## config.mk

```make
export PLATFORM = sky130hd
export DESIGN_NAME = wb_stage_flat
export DESIGN_NICKNAME = d
export VERILOG_FILES = /design/src/rtl/wb_stage_if.sv /design/src/rtl/wb_stage.sv /design/src/flat_wrapper.sv
export SDC_FILE = /design/constraint.sdc
export NUM_CORES = 1
export LEC_CHECK = 0
export BUFFER_PORTS_ARGS = -buffer_cell sky130_fd_sc_hd__buf_2
export CAP_MARGIN = 25
export CORE_UTILIZATION = 45
export CTS_BUF_LIST = sky130_fd_sc_hd__clkbuf_2
export CTS_CLUSTER_SIZE = 40
export DETAILED_ROUTE_END_ITERATION = 12
export MAX_ROUTING_LAYER = met4
export PLACE_DENSITY_LB_ADDON = 0.12
export SLEW_MARGIN = 5
export SYNTH_ARGS = -nofsm -noshare
export SYNTH_HDL_FRONTEND = slang
export SYNTH_SLANG_ARGS = --single-unit
```

## constraint.sdc

```tcl
create_clock -name clk_i -period 3.85 [get_ports clk_i]
set_clock_uncertainty 0.05 [all_clocks]
set_input_delay 0.77 -clock clk_i [delete_from_list [all_inputs] [get_ports clk_i]]
set_output_delay 0.77 -clock clk_i [all_outputs]
set_load 0.1 [all_outputs]
```

## src/rtl/wb_stage_if.sv

```systemverilog
// Writeback-stage bus: ALU result path, load issue, data-memory response and
// register-file write port, plus the pending-destination scoreboard.
interface wb_stage_if;
  logic        alu_valid_i;
  logic [4:0]  alu_rd_i;
  logic [31:0] alu_result_i;
  logic        ld_req_valid_i;
  logic        ld_req_ready_o;
  logic [4:0]  ld_rd_i;
  logic [2:0]  ld_funct3_i;
  logic [1:0]  ld_addr_lo_i;
  logic        dmem_rvalid_i;
  logic        dmem_rready_o;
  logic [31:0] dmem_rdata_i;
  logic        regwrite_o;
  logic [4:0]  rd_o;
  logic [31:0] wd_o;
  logic [31:0] busy_o;

  modport slave (
    input  alu_valid_i, alu_rd_i, alu_result_i,
    input  ld_req_valid_i, ld_rd_i, ld_funct3_i, ld_addr_lo_i,
    input  dmem_rvalid_i, dmem_rdata_i,
    output ld_req_ready_o, dmem_rready_o,
    output regwrite_o, rd_o, wd_o, busy_o
  );

  modport master (
    output alu_valid_i, alu_rd_i, alu_result_i,
    output ld_req_valid_i, ld_rd_i, ld_funct3_i, ld_addr_lo_i,
    output dmem_rvalid_i, dmem_rdata_i,
    input  ld_req_ready_o, dmem_rready_o,
    input  regwrite_o, rd_o, wd_o, busy_o
  );
endinterface

```

## src/rtl/wb_stage.sv

```systemverilog
// Writeback stage: arbitrates ALU results against in-order load responses onto
// the single register-file write port and exports a pending-write scoreboard.
module wb_stage #(
  parameter int LQ_DEPTH = 2
) (
  input logic       clk_i,
  input logic       reset_i,
  wb_stage_if.slave bus
);
  localparam int PW = (LQ_DEPTH > 1) ? $clog2(LQ_DEPTH) : 1;
  localparam int CW = $clog2(LQ_DEPTH + 1);
  localparam logic [CW-1:0] FULL_CNT = CW'(LQ_DEPTH);

  logic [CW-1:0] count_q, count_d;
  logic [PW-1:0] wptr_q, wptr_d;
  logic [PW-1:0] rptr_q, rptr_d;

  logic [4:0] ent_rd_q  [LQ_DEPTH];
  logic [2:0] ent_f3_q  [LQ_DEPTH];
  logic [1:0] ent_off_q [LQ_DEPTH];
  logic [LQ_DEPTH-1:0] ent_vld_q;

  logic        regwrite_q, regwrite_d;
  logic [4:0]  rd_q, rd_d;
  logic [31:0] wd_q, wd_d;

  logic        ld_ready, rsp_ready, push, pop;
  logic [4:0]  head_rd;
  logic [2:0]  head_f3;
  logic [1:0]  head_off;
  logic [7:0]  ld_byte;
  logic [15:0] ld_half;
  logic [31:0] ld_data;
  logic [31:0] busy_vec;

  // ALU results always win the write port; responses only fill idle cycles.
  assign ld_ready  = (count_q != FULL_CNT);
  assign rsp_ready = !bus.alu_valid_i && (count_q != '0);
  assign push      = bus.ld_req_valid_i && ld_ready;
  assign pop       = bus.dmem_rvalid_i && rsp_ready;

  assign head_rd  = ent_rd_q[rptr_q];
  assign head_f3  = ent_f3_q[rptr_q];
  assign head_off = ent_off_q[rptr_q];

  always_comb begin
    ld_byte = bus.dmem_rdata_i[{head_off, 3'b000} +: 8];
    ld_half = bus.dmem_rdata_i[{head_off[1], 4'b0000} +: 16];
    case (head_f3)
      3'b000:  ld_data = {{24{ld_byte[7]}}, ld_byte};
      3'b001:  ld_data = {{16{ld_half[15]}}, ld_half};
      3'b100:  ld_data = {24'd0, ld_byte};
      3'b101:  ld_data = {16'd0, ld_half};
      default: ld_data = bus.dmem_rdata_i;
    endcase
  end

  always_comb begin
    wptr_d  = push ? wptr_q + 1'b1 : wptr_q;
    rptr_d  = pop  ? rptr_q + 1'b1 : rptr_q;
    count_d = count_q;
    if (push && !pop) begin
      count_d = count_q + 1'b1;
    end else if (pop && !push) begin
      count_d = count_q - 1'b1;
    end
  end

  // Writes to x0 still update rd/wd so the port looks uniform; only the enable drops.
  always_comb begin
    regwrite_d = 1'b0;
    rd_d       = rd_q;
    wd_d       = wd_q;
    if (bus.alu_valid_i) begin
      regwrite_d = (bus.alu_rd_i != 5'd0);
      rd_d       = bus.alu_rd_i;
      wd_d       = bus.alu_result_i;
    end else if (pop) begin
      regwrite_d = (head_rd != 5'd0);
      rd_d       = head_rd;
      wd_d       = ld_data;
    end
  end

  always_ff @(posedge clk_i or posedge reset_i) begin
    if (reset_i) begin
      count_q    <= '0;
      wptr_q     <= '0;
      rptr_q     <= '0;
      regwrite_q <= 1'b0;
      rd_q       <= '0;
      wd_q       <= '0;
    end else begin
      count_q    <= count_d;
      wptr_q     <= wptr_d;
      rptr_q     <= rptr_d;
      regwrite_q <= regwrite_d;
      rd_q       <= rd_d;
      wd_q       <= wd_d;
    end
  end

  generate
    for (genvar gi = 0; gi < LQ_DEPTH; gi++) begin : g_ent
      logic       vld_d;
      logic [4:0] rd_e_d;
      logic [2:0] f3_e_d;
      logic [1:0] off_e_d;

      always_comb begin
        vld_d   = ent_vld_q[gi];
        rd_e_d  = ent_rd_q[gi];
        f3_e_d  = ent_f3_q[gi];
        off_e_d = ent_off_q[gi];
        if (pop && rptr_q == PW'(gi)) begin
          vld_d = 1'b0;
        end
        if (push && wptr_q == PW'(gi)) begin
          vld_d   = 1'b1;
          rd_e_d  = bus.ld_rd_i;
          f3_e_d  = bus.ld_funct3_i;
          off_e_d = bus.ld_addr_lo_i;
        end
      end

      always_ff @(posedge clk_i or posedge reset_i) begin
        if (reset_i) begin
          ent_vld_q[gi] <= 1'b0;
          ent_rd_q[gi]  <= '0;
          ent_f3_q[gi]  <= '0;
          ent_off_q[gi] <= '0;
        end else begin
          ent_vld_q[gi] <= vld_d;
          ent_rd_q[gi]  <= rd_e_d;
          ent_f3_q[gi]  <= f3_e_d;
          ent_off_q[gi] <= off_e_d;
        end
      end
    end

    // A register stays busy until the cycle after its write is presented.
    for (genvar gi = 0; gi < 32; gi++) begin : g_busy
      if (gi == 0) begin : g_zero
        assign busy_vec[gi] = 1'b0;
      end else begin : g_reg
        logic hit;
        always_comb begin
          hit = regwrite_q && (rd_q == 5'(gi));
          for (int e = 0; e < LQ_DEPTH; e++) begin
            if (ent_vld_q[e] && ent_rd_q[e] == 5'(gi)) begin
              hit = 1'b1;
            end
          end
        end
        assign busy_vec[gi] = hit;
      end
    end
  endgenerate

  assign bus.ld_req_ready_o = ld_ready;
  assign bus.dmem_rready_o  = rsp_ready;
  assign bus.regwrite_o     = regwrite_q;
  assign bus.rd_o           = rd_q;
  assign bus.wd_o           = wd_q;
  assign bus.busy_o         = busy_vec;
endmodule
```

## src/flat_wrapper.sv

```systemverilog
// flat-port wrapper written by rule: the top's interface ports become plain ports
module wb_stage_flat 
#(
  parameter int LQ_DEPTH = 2
)
  (clk_i, reset_i, bus_alu_valid_i, bus_alu_rd_i, bus_alu_result_i, bus_ld_req_valid_i, bus_ld_rd_i, bus_ld_funct3_i, bus_ld_addr_lo_i, bus_dmem_rvalid_i, bus_dmem_rdata_i, bus_ld_req_ready_o, bus_dmem_rready_o, bus_regwrite_o, bus_rd_o, bus_wd_o, bus_busy_o);
  wb_stage_if bus_i ();
  input logic clk_i;
  input logic reset_i;
  input wire logic [$bits(bus_i.alu_valid_i)-1:0] bus_alu_valid_i;
  input wire logic [$bits(bus_i.alu_rd_i)-1:0] bus_alu_rd_i;
  input wire logic [$bits(bus_i.alu_result_i)-1:0] bus_alu_result_i;
  input wire logic [$bits(bus_i.ld_req_valid_i)-1:0] bus_ld_req_valid_i;
  input wire logic [$bits(bus_i.ld_rd_i)-1:0] bus_ld_rd_i;
  input wire logic [$bits(bus_i.ld_funct3_i)-1:0] bus_ld_funct3_i;
  input wire logic [$bits(bus_i.ld_addr_lo_i)-1:0] bus_ld_addr_lo_i;
  input wire logic [$bits(bus_i.dmem_rvalid_i)-1:0] bus_dmem_rvalid_i;
  input wire logic [$bits(bus_i.dmem_rdata_i)-1:0] bus_dmem_rdata_i;
  output wire logic [$bits(bus_i.ld_req_ready_o)-1:0] bus_ld_req_ready_o;
  output wire logic [$bits(bus_i.dmem_rready_o)-1:0] bus_dmem_rready_o;
  output wire logic [$bits(bus_i.regwrite_o)-1:0] bus_regwrite_o;
  output wire logic [$bits(bus_i.rd_o)-1:0] bus_rd_o;
  output wire logic [$bits(bus_i.wd_o)-1:0] bus_wd_o;
  output wire logic [$bits(bus_i.busy_o)-1:0] bus_busy_o;
  assign bus_i.alu_valid_i = bus_alu_valid_i;
  assign bus_i.alu_rd_i = bus_alu_rd_i;
  assign bus_i.alu_result_i = bus_alu_result_i;
  assign bus_i.ld_req_valid_i = bus_ld_req_valid_i;
  assign bus_i.ld_rd_i = bus_ld_rd_i;
  assign bus_i.ld_funct3_i = bus_ld_funct3_i;
  assign bus_i.ld_addr_lo_i = bus_ld_addr_lo_i;
  assign bus_i.dmem_rvalid_i = bus_dmem_rvalid_i;
  assign bus_i.dmem_rdata_i = bus_dmem_rdata_i;
  assign bus_ld_req_ready_o = bus_i.ld_req_ready_o;
  assign bus_dmem_rready_o = bus_i.dmem_rready_o;
  assign bus_regwrite_o = bus_i.regwrite_o;
  assign bus_rd_o = bus_i.rd_o;
  assign bus_wd_o = bus_i.wd_o;
  assign bus_busy_o = bus_i.busy_o;
  wb_stage #(.LQ_DEPTH(LQ_DEPTH)) u_core (.clk_i(clk_i), .reset_i(reset_i), .bus(bus_i));
endmodule
```

# --- Word level (Yosys, flattened, before mapping) ---
# Cells that the tools add are included.
# W data, S select, Z words.
classes:
  n_eq_ne: 97
  n_lt_le_gt_ge: 1
  n_shift: 2
  n_mux: 84
  multipliers: 0
  bitwise: 3
  div: 0
  add_sub_neg: 4
  reduce_logical: 113
op_table:
  columns: ["op", "count"]
  rows:
  - ["$eq A5 B5 Y1 const B", 48]
  - ["$pmux W32 S4", 1]
  - ["$eq A5 B4 Y1 const B", 24]
  - ["$logic_and A1 B1 Y1", 102]
  - ["$mux W1", 68]
  - ["$mux W32", 2]
  - ["$eq A5 B3 Y1 const B", 12]
  - ["$shiftx A32 B6 Y16", 1]
  - ["$shiftx A32 B6 Y8", 1]
  - ["$eq A5 B2 Y1 const B", 6]
  - ["$mux W5", 5]
  - ["$eq A5 B1 Y1 const B", 3]
  - ["$mux W2", 5]
  - ["$reduce_bool A2 Y1", 5]
  - ["$reduce_bool A5 Y1", 2]
  - ["$mux W3", 3]
  - ["$eq A3 B3 Y1 const B", 2]
  - ["$eq A3 B1 Y1 const B", 1]
  - ["$logic_not A1 Y1", 3]
  - ["$logic_not A3 Y1", 1]
  - ["$add A1 B1 Y1 const B", 2]
  - ["$add A2 B1 Y2 const B", 1]
  - ["$ge A2 B2 Y1 const B", 1]
  - ["$ne A2 B2 Y1 const B", 1]
  - ["other kinds (3)", 4]
word_totals:
  ramBits: 0
  inputBits: 84
  rom_bits: 0
  memories: 0
  output_inout_bits: 72
  latchBits: 0
  ff_bits: 64
  wordCells: 318

# --- Longest topological paths before layout ---
# Gate-level depths: netlist of run 1.
logic_depth:
  depth_word: 8
  ltp_mapped: 8
  mapped_depth_nobuf: 7

# --- Worst setup path before layout of run 1 ---
# Ideal clock, no wire load.
synth_path:
  kind: "input port to output port"
  from: "in bus_alu_valid_i"
  to: "out bus_dmem_rready_o"
  n_path_buf: 2
  slack_ps: 621
  cell_stages: 3
  t_arrival_ps: 2409
  required_time_ps: 3030
  cell_sequence: "buf_2 clkbuf_1 nor2_1"
synth_via:
  elab_chain_len: 2
synth_lines:
  columns: ["item", "line_no", "source"]
  rows:
  - ["from (decl)", "flat_wrapper.sv:10", "input wire logic [$bits(bus_i.alu_valid_i)-1:0] bus_alu_valid_i;"]
  - ["$logic_not A1 Y1", "wb_stage.sv:38", "assign rsp_ready = !bus.alu_valid_i && (count_q != '0);"]
  - ["$logic_and A1 B1 Y1", "wb_stage.sv:38", null]
  - ["to (decl)", "flat_wrapper.sv:20", "output wire logic [$bits(bus_i.dmem_rready_o)-1:0] bus_dmem_rready_o;"]
# No other way between the ends.

# --- Final worst setup path of run 1 ---
layout_path:
  from: "reg u_core.rd_q[3], in the netlist u_core.bus.rd_o[3]"
  to: "out bus_busy_o[27]"
layout_via:
  elab_chain_len: 4
layout_lines:
  columns: ["item", "line_no", "source"]
  rows:
  - ["from (decl)", "wb_stage.sv:24", "logic [4:0] rd_q, rd_d;"]
  - ["from (signal assigned)", "wb_stage.sv:98", "rd_q <= rd_d;"]
  - ["$eq A5 B5 Y1", "wb_stage.sv:148", "hit = regwrite_q && (rd_q == 5'(gi));"]
  - ["$logic_and A1 B1 Y1", "wb_stage.sv:148", null]
  - ["$mux W1 (2 in a row)", "wb_stage.sv:150", "if (ent_vld_q[e] && ent_rd_q[e] == 5'(gi)) begin"]
  - ["to (decl)", "flat_wrapper.sv:24", "output wire logic [$bits(bus_i.busy_o)-1:0] bus_busy_o;"]
# No other way between the ends.

==> results of run 1 <==
-- registers in the layout, indices dropped and copies added, names as in the netlist --
register and cells:
u_core.rptr_q 1, u_core.bus.regwrite_o 1, u_core.count_q 2, u_core.bus.wd_o 32, u_core.bus.rd_o 5, u_core.wptr_q 1, u_core.ent_vld_q 2, u_core.ent_f3_q 6
u_core.ent_off_q 4, u_core.ent_rd_q 10
-- cells in the mapped netlist (2+ instances only) --
library cell and instances:
o22ai_1 20, a21oi_1 22, nand3_1 6, mux2i_1 19, a222oi_1 4, nand2b_1 13
a221o_1 10, dfrtp_1 64, nor2b_1 11, a21oi_2 2, buf_6 3, o211ai_1 2
a22oi_1 30, and2_1 3, mux2_2 25, nand3b_1 2, mux2i_2 2, xnor2_1 2
buf_2 6, o21ai_0 21, nand2_1 73, o221ai_1 10, nor3_1 12, buf_4 33
clkbuf_1 17, xor2_1 3, inv_1 8, nor2_1 33, a211oi_1 5
-- area by class of cell --
type / instances / share of cell area
well taps: 111 / 0.02802
multi-input cells: 347 / 0.4500
flip-flops and latches: 64 / 0.3231
clock buffers: 9 / 0.009086
clock inverters: 7 / 0.02070
inverters: 10 / 0.007572
repair buffers: 158 / 0.1615
-- per-stage QoR --
stage | cell area [um^2] | hold WS (ns) | setup WS (ns)
floorplan | 4245 | 0.4328 | 0.6213
global placement | 4810 | 0.4189 | 1.020
detailed placement | 4810 | 0.4235 | 0.8963
CTS | 4957 | 0.3306 | 0.7179
global route | 4957 | 0.3397 | 0.5392
finish | 4957 | 0.3227 | 0.7393
-- worst reg2reg max path, stage by stage (launching register included) --
cell and delay [ns]:
dfrtp_1 0.89, mux2i_2 0.57, mux2i_1 0.41, mux2i_1 0.15, a21oi_2 0.61, a21oi_1 0.15
-- path summary, 6_finish.rpt --
check | startpoint | endpoint | depth (start not counted)
setup / recovery | u_core.bus.rd_o[3] | bus_busy_o[27] | 4
hold / removal | reset_i | u_core.bus.wd_o[2] | 2
setup reg to reg | u_core.rptr_q | u_core.bus.wd_o[25] | 5
hold reg to reg | u_core.bus.wd_o[8] | u_core.bus.wd_o[8] | 2
max in group asynchronous | reset_i | u_core.ent_rd_q[4] | 3
min in group clk_i | bus_alu_result_i[14] | u_core.bus.wd_o[14] | 3
-- per-layer routing --
| metal | share of wire | wire [um] | vias to the layer above | track usage |
|---|---|---|---|---|
| met1 | 0.43 | 5516 | 2018 | 0.3553 |
| li1 | - | - | 1937 | - |
| met2 | 0.48 | 6092 | 198 | 0.4250 |
| met4 | 0.021 | 269 | 0 | 0.1007 |
| met3 | 0.064 | 817 | 26 | 0.05552 |
| met5 | 0 | 0 | - | - |
-- cells by family after synthesis --
| group | after synthesis |
|---|---|
| multiplexers | 46 |
| adder cells (fa/ha/maj) | 1 |
| buffers and inverters | 69 |
| AO/OA/AOI/OAI | 134 |
| AND/OR/NAND/NOR | 160 |
| XOR/XNOR | 5 |
| other | 1 |
| flip-flops | 64 |
==> impl_metrics.toml, run 1 <==
[setup_path]
critPathMaxFanout = 8
worst_path_largest_cell_delay_ns = 0.54
cp_slowest_cell = "nor2b_1"
worstPathArrival_ns = 2.29
cp-start-kind = "flop"
end_kind = "output pin"
crit_chain = "nor2b_1 > a22oi_1 > o21ai_0 > buf_2"
path_delay_family = "simple AND/OR/NAND/NOR gates"
critical_path_buf_inv_count = 1
crit_type = "flop to output pin"
required_ns = 3.03
r2r_slack_ns = 0.93

[run]
max-cap-violations = 0

[layout]
layout_common_cells = "buf_2 (154), nand2_1 (73), dfrtp_1 (64)"
area_delta_synth_final_pct = 16.77
layout.nets = 675
drive_above_1_share = 0.3513
multi_input_area_um2 = 2231
fin_cells = 706
diodes = 0
nFillCells = 918
layout_commonest_cell = "buf_2"
ff_latch_area_um2 = 1602
post-route-util = 0.5390

[timing]
worst_pin_slew_ns = 0.9367
rsz0062_at_grt = "false"
fin_crit_ns = 3.111
relSlewSlack = 0.3732
layout_worst_path_cycle_share = 0.8080
tns_ns = 0
setup_viol = 0
finalHoldViolCount = 0
fmax_mhz = 321.5
slew_viol_final = 0

[routing]
firstDrtPassIters = 5
wl_per_cell_um = 17.98
postRouteWirelength_um = 12700
post_drt_via_cell_ratio = 5.919
drc_errors = 0
antenna_left = 0
num_vias = 4179
drtIter0Drc = 207

[floorplan]
die_y_um = 99.13
initial_core_util = 0.4616
core_area_um2 = 9196
die_w_um = 99.13
die_area_um2 = 9827
num_rows = 35
ios = 156

[synthesis]
synth_cells = 480
post_synth_instance_area_um2 = 4245
muxShareOfSynthArea = 0.1176
synth_xor_area_frac = 0.01032
synth-edff-count = 0
synthAdderAreaFrac = 0.002947
synthArstFlopShare = 1.000
synth_top_family_by_area = "compound AO/OA/AOI/OAI gates"
synth_seq_cells = 64
avgSynthCellArea_um2 = 8.844
synth_compound_area_frac = 0.2231
synthDistinctLibCells = 48
ys_warn_count = 0
synthFlopType = "dfrtp_1"
synth-simple-area-share = 0.1706
synth_top_cell_by_area = "dfrtp_1"
synth-seq-area-share = 0.3772
yosys.area.top_type_share = 0.3772
synth_nets = 565
ys_top_cells_by_area = "dfrtp_1 (38%), mux2_2 (6.6%), nand2_1 (6.5%)"

[cts]
cts_root_buf = "clkbuf_2"
cts_buffers = 9
cts_max_level = 3
post_cts_resized = 0
cts_tree = "done"
hold_buffers = 0
cts_sinks = 64
clock_latency_ns = 0.51
post_cts_buffers = 0
cts.clk_slew.worst_paths_ns = 0.25
clk_path_buf_depth = 2

[global_route]
grt_pass1_vias = 4036
grt_start_max_net_pins = 41
grt_pass1_wl_um = 20380
antenna_found_initial = 0
track_usage = 0.2734
grt_remaining_overflow = 0

[place]
place_inst = 690
port-buffer-count = 154
dpl.hpwl_um = 9791
place_congestion = 0.9078

[outcome]
status = "finished, final reports clean"

[min_path]
hold_path_class = "input pin to async pin"
Power of run 1 is left out: the tool's default activity adds up to more than one toggle a clock period on the data nets, which glitch-free logic cannot reach.
==> run 2: changes to the inputs <==
clock period = 3.2 ns   (was 3.85 ns; I/O delays follow)
==> run 2 against run 1 <==
Clock-buffer cell count rose by 1; critical path depth did not move; core utilization up 0.18 points; design area increased by 0.33%; register-to-register slack worse by 0.14 ns; sequential cell count unchanged; die area stayed put.
==> impl_metrics.toml, run 2 (synthesis results as in run 1) <==
[outcome]
status = "finished, final reports clean"

[timing]
worst_pin_slew_ns = 0.8673
rsz0062_at_grt = "false"
layout_worst_path_cycle_share = 0.9210
fin_crit_ns = 2.947
finalHoldViolCount = 0
fmax_mhz = 339.3
tns_ns = 0
setup_slack_ns = 0.2529
slew_viol_final = 0
setup_viol = 0
relSlewSlack = 0.4204

[global_route]
grt_remaining_overflow = 0
grt_start_max_net_pins = 27
antenna_found_initial = 0
grt_pass1_vias = 4074
grt_pass1_wl_um = 20480
track_usage = 0.2724

[routing]
firstDrtPassIters = 5
antenna_left = 0
postRouteWirelength_um = 12640
top_layer = "met4"
wl_per_cell_um = 17.80
wl_met2_um = 5913
met1_length_um = 5587
post_drt_via_cell_ratio = 5.817
met3_wirelength_um = 760
drc_errors = 0
drtIter0Drc = 226
num_vias = 4130

[cts]
post_cts_buffers = 0
clock_latency_ns = 0.47
cts_tree = "done"
clk_path_buf_depth = 2
cts_buffers = 9
post_cts_resized = 0
cts_root_buf = "clkbuf_2"
hold_buffers = 0
cts_max_level = 3
cts.clk_slew.worst_paths_ns = 0.22
cts_sinks = 64

[floorplan]
initial_core_util = 0.4616
num_rows = 35
die_y_um = 99.13
die_area_um2 = 9827
die_w_um = 99.13
core_area_um2 = 9196
ios = 156

[layout]
diodes = 0
drive_above_1_share = 0.3539
layout_common_cells = "buf_2 (154), nand2_1 (73), dfrtp_1 (64)"
layout_commonest_cell = "buf_2"
stdcell_area_um2 = 4974
largest_reg_flops = 32
area_delta_synth_final_pct = 17.15
layout.nets = 679

[setup_path]
critPathMaxFanout = 8
r2r_cells = 6
end_kind = "output pin"
crit_type = "flop to output pin"
required_ns = 2.51
r2r-end = "u_core.bus.wd_o[19]"
rr_startpoint = "u_core.rptr_q"
cp-start-kind = "flop"
r2r_slack_ns = 0.79
worstPathArrival_ns = 2.26

[run]
max-cap-violations = 0

[place]
dpl.hpwl_um = 9821
port-buffer-count = 154
place_congestion = 0.9178
dpl-instance-area_um2 = 4840
pre_cts_ws_ns = 0.6311

[min_path]
hold_path_class = "input pin to async pin"
==> run 2: changes by cell type in the layout (fill, tap and decap cells not counted), sizes merged <==
cell      delta
inv          -2
clkinvlp     +1
clkbuf       +1
buf          +4
==> run 2: how the worst max path moves through the flow <==
stage | to | from
detailed placement | u_core.bus.wd_o[25] | bus_alu_valid_i
global placement | u_core.bus.wd_o[19] | bus_alu_valid_i
global route | bus_busy_o[23] | u_core.ent_rd_q[2]
finish | bus_busy_o[23] | u_core.ent_rd_q[2]
floorplan | bus_dmem_rready_o | bus_alu_valid_i
CTS | bus_busy_o[23] | u_core.ent_rd_q[2]
==> run 2: per-stage QoR <==
| stage | hold WS [ns] | util | instances |
|---|---|---|---|
| after floorplan | 0.4328 | - | 480 |
| after global placement | 0.4235 | 0.5263 | 694 |
| after detailed placement | 0.4222 | 0.5263 | 694 |
| after CTS | 0.02541 | 0.5408 | 710 |
| after global routing | 0.01798 | 0.5408 | 710 |
| final | 0.04667 | 0.5408 | 710 |
==> run 2: cell type report <==
class                      instances  area [um^2]
multi-input combinational        347         2231
clock inverter                     6        83.83
clock buffer                      10        50.05
timing repair buffer             162        830.8
fill                             893         4223
sequential                        64         1602
tap                              111        138.9
inverter                          10        37.54
==> run 2: worst max-delay path: stages (launching register included) <==
cell     delay [ns]
dfrtp_1        0.48
nor2b_1        0.57
nor2b_1        0.21
a221o_1        0.12
buf_2          0.43
==> run 2: metal layers <==
| metal | global-route usage | up-vias |
|---|---|---|
| met3 | 0.04849 | 32 |
| met4 | 0.1018 | 0 |
| met1 | 0.3478 | 1967 |
| met2 | 0.4352 | 178 |
| met5 | - | - |
| li1 | - | 1953 |
Power of run 2 is left out for the same reason.
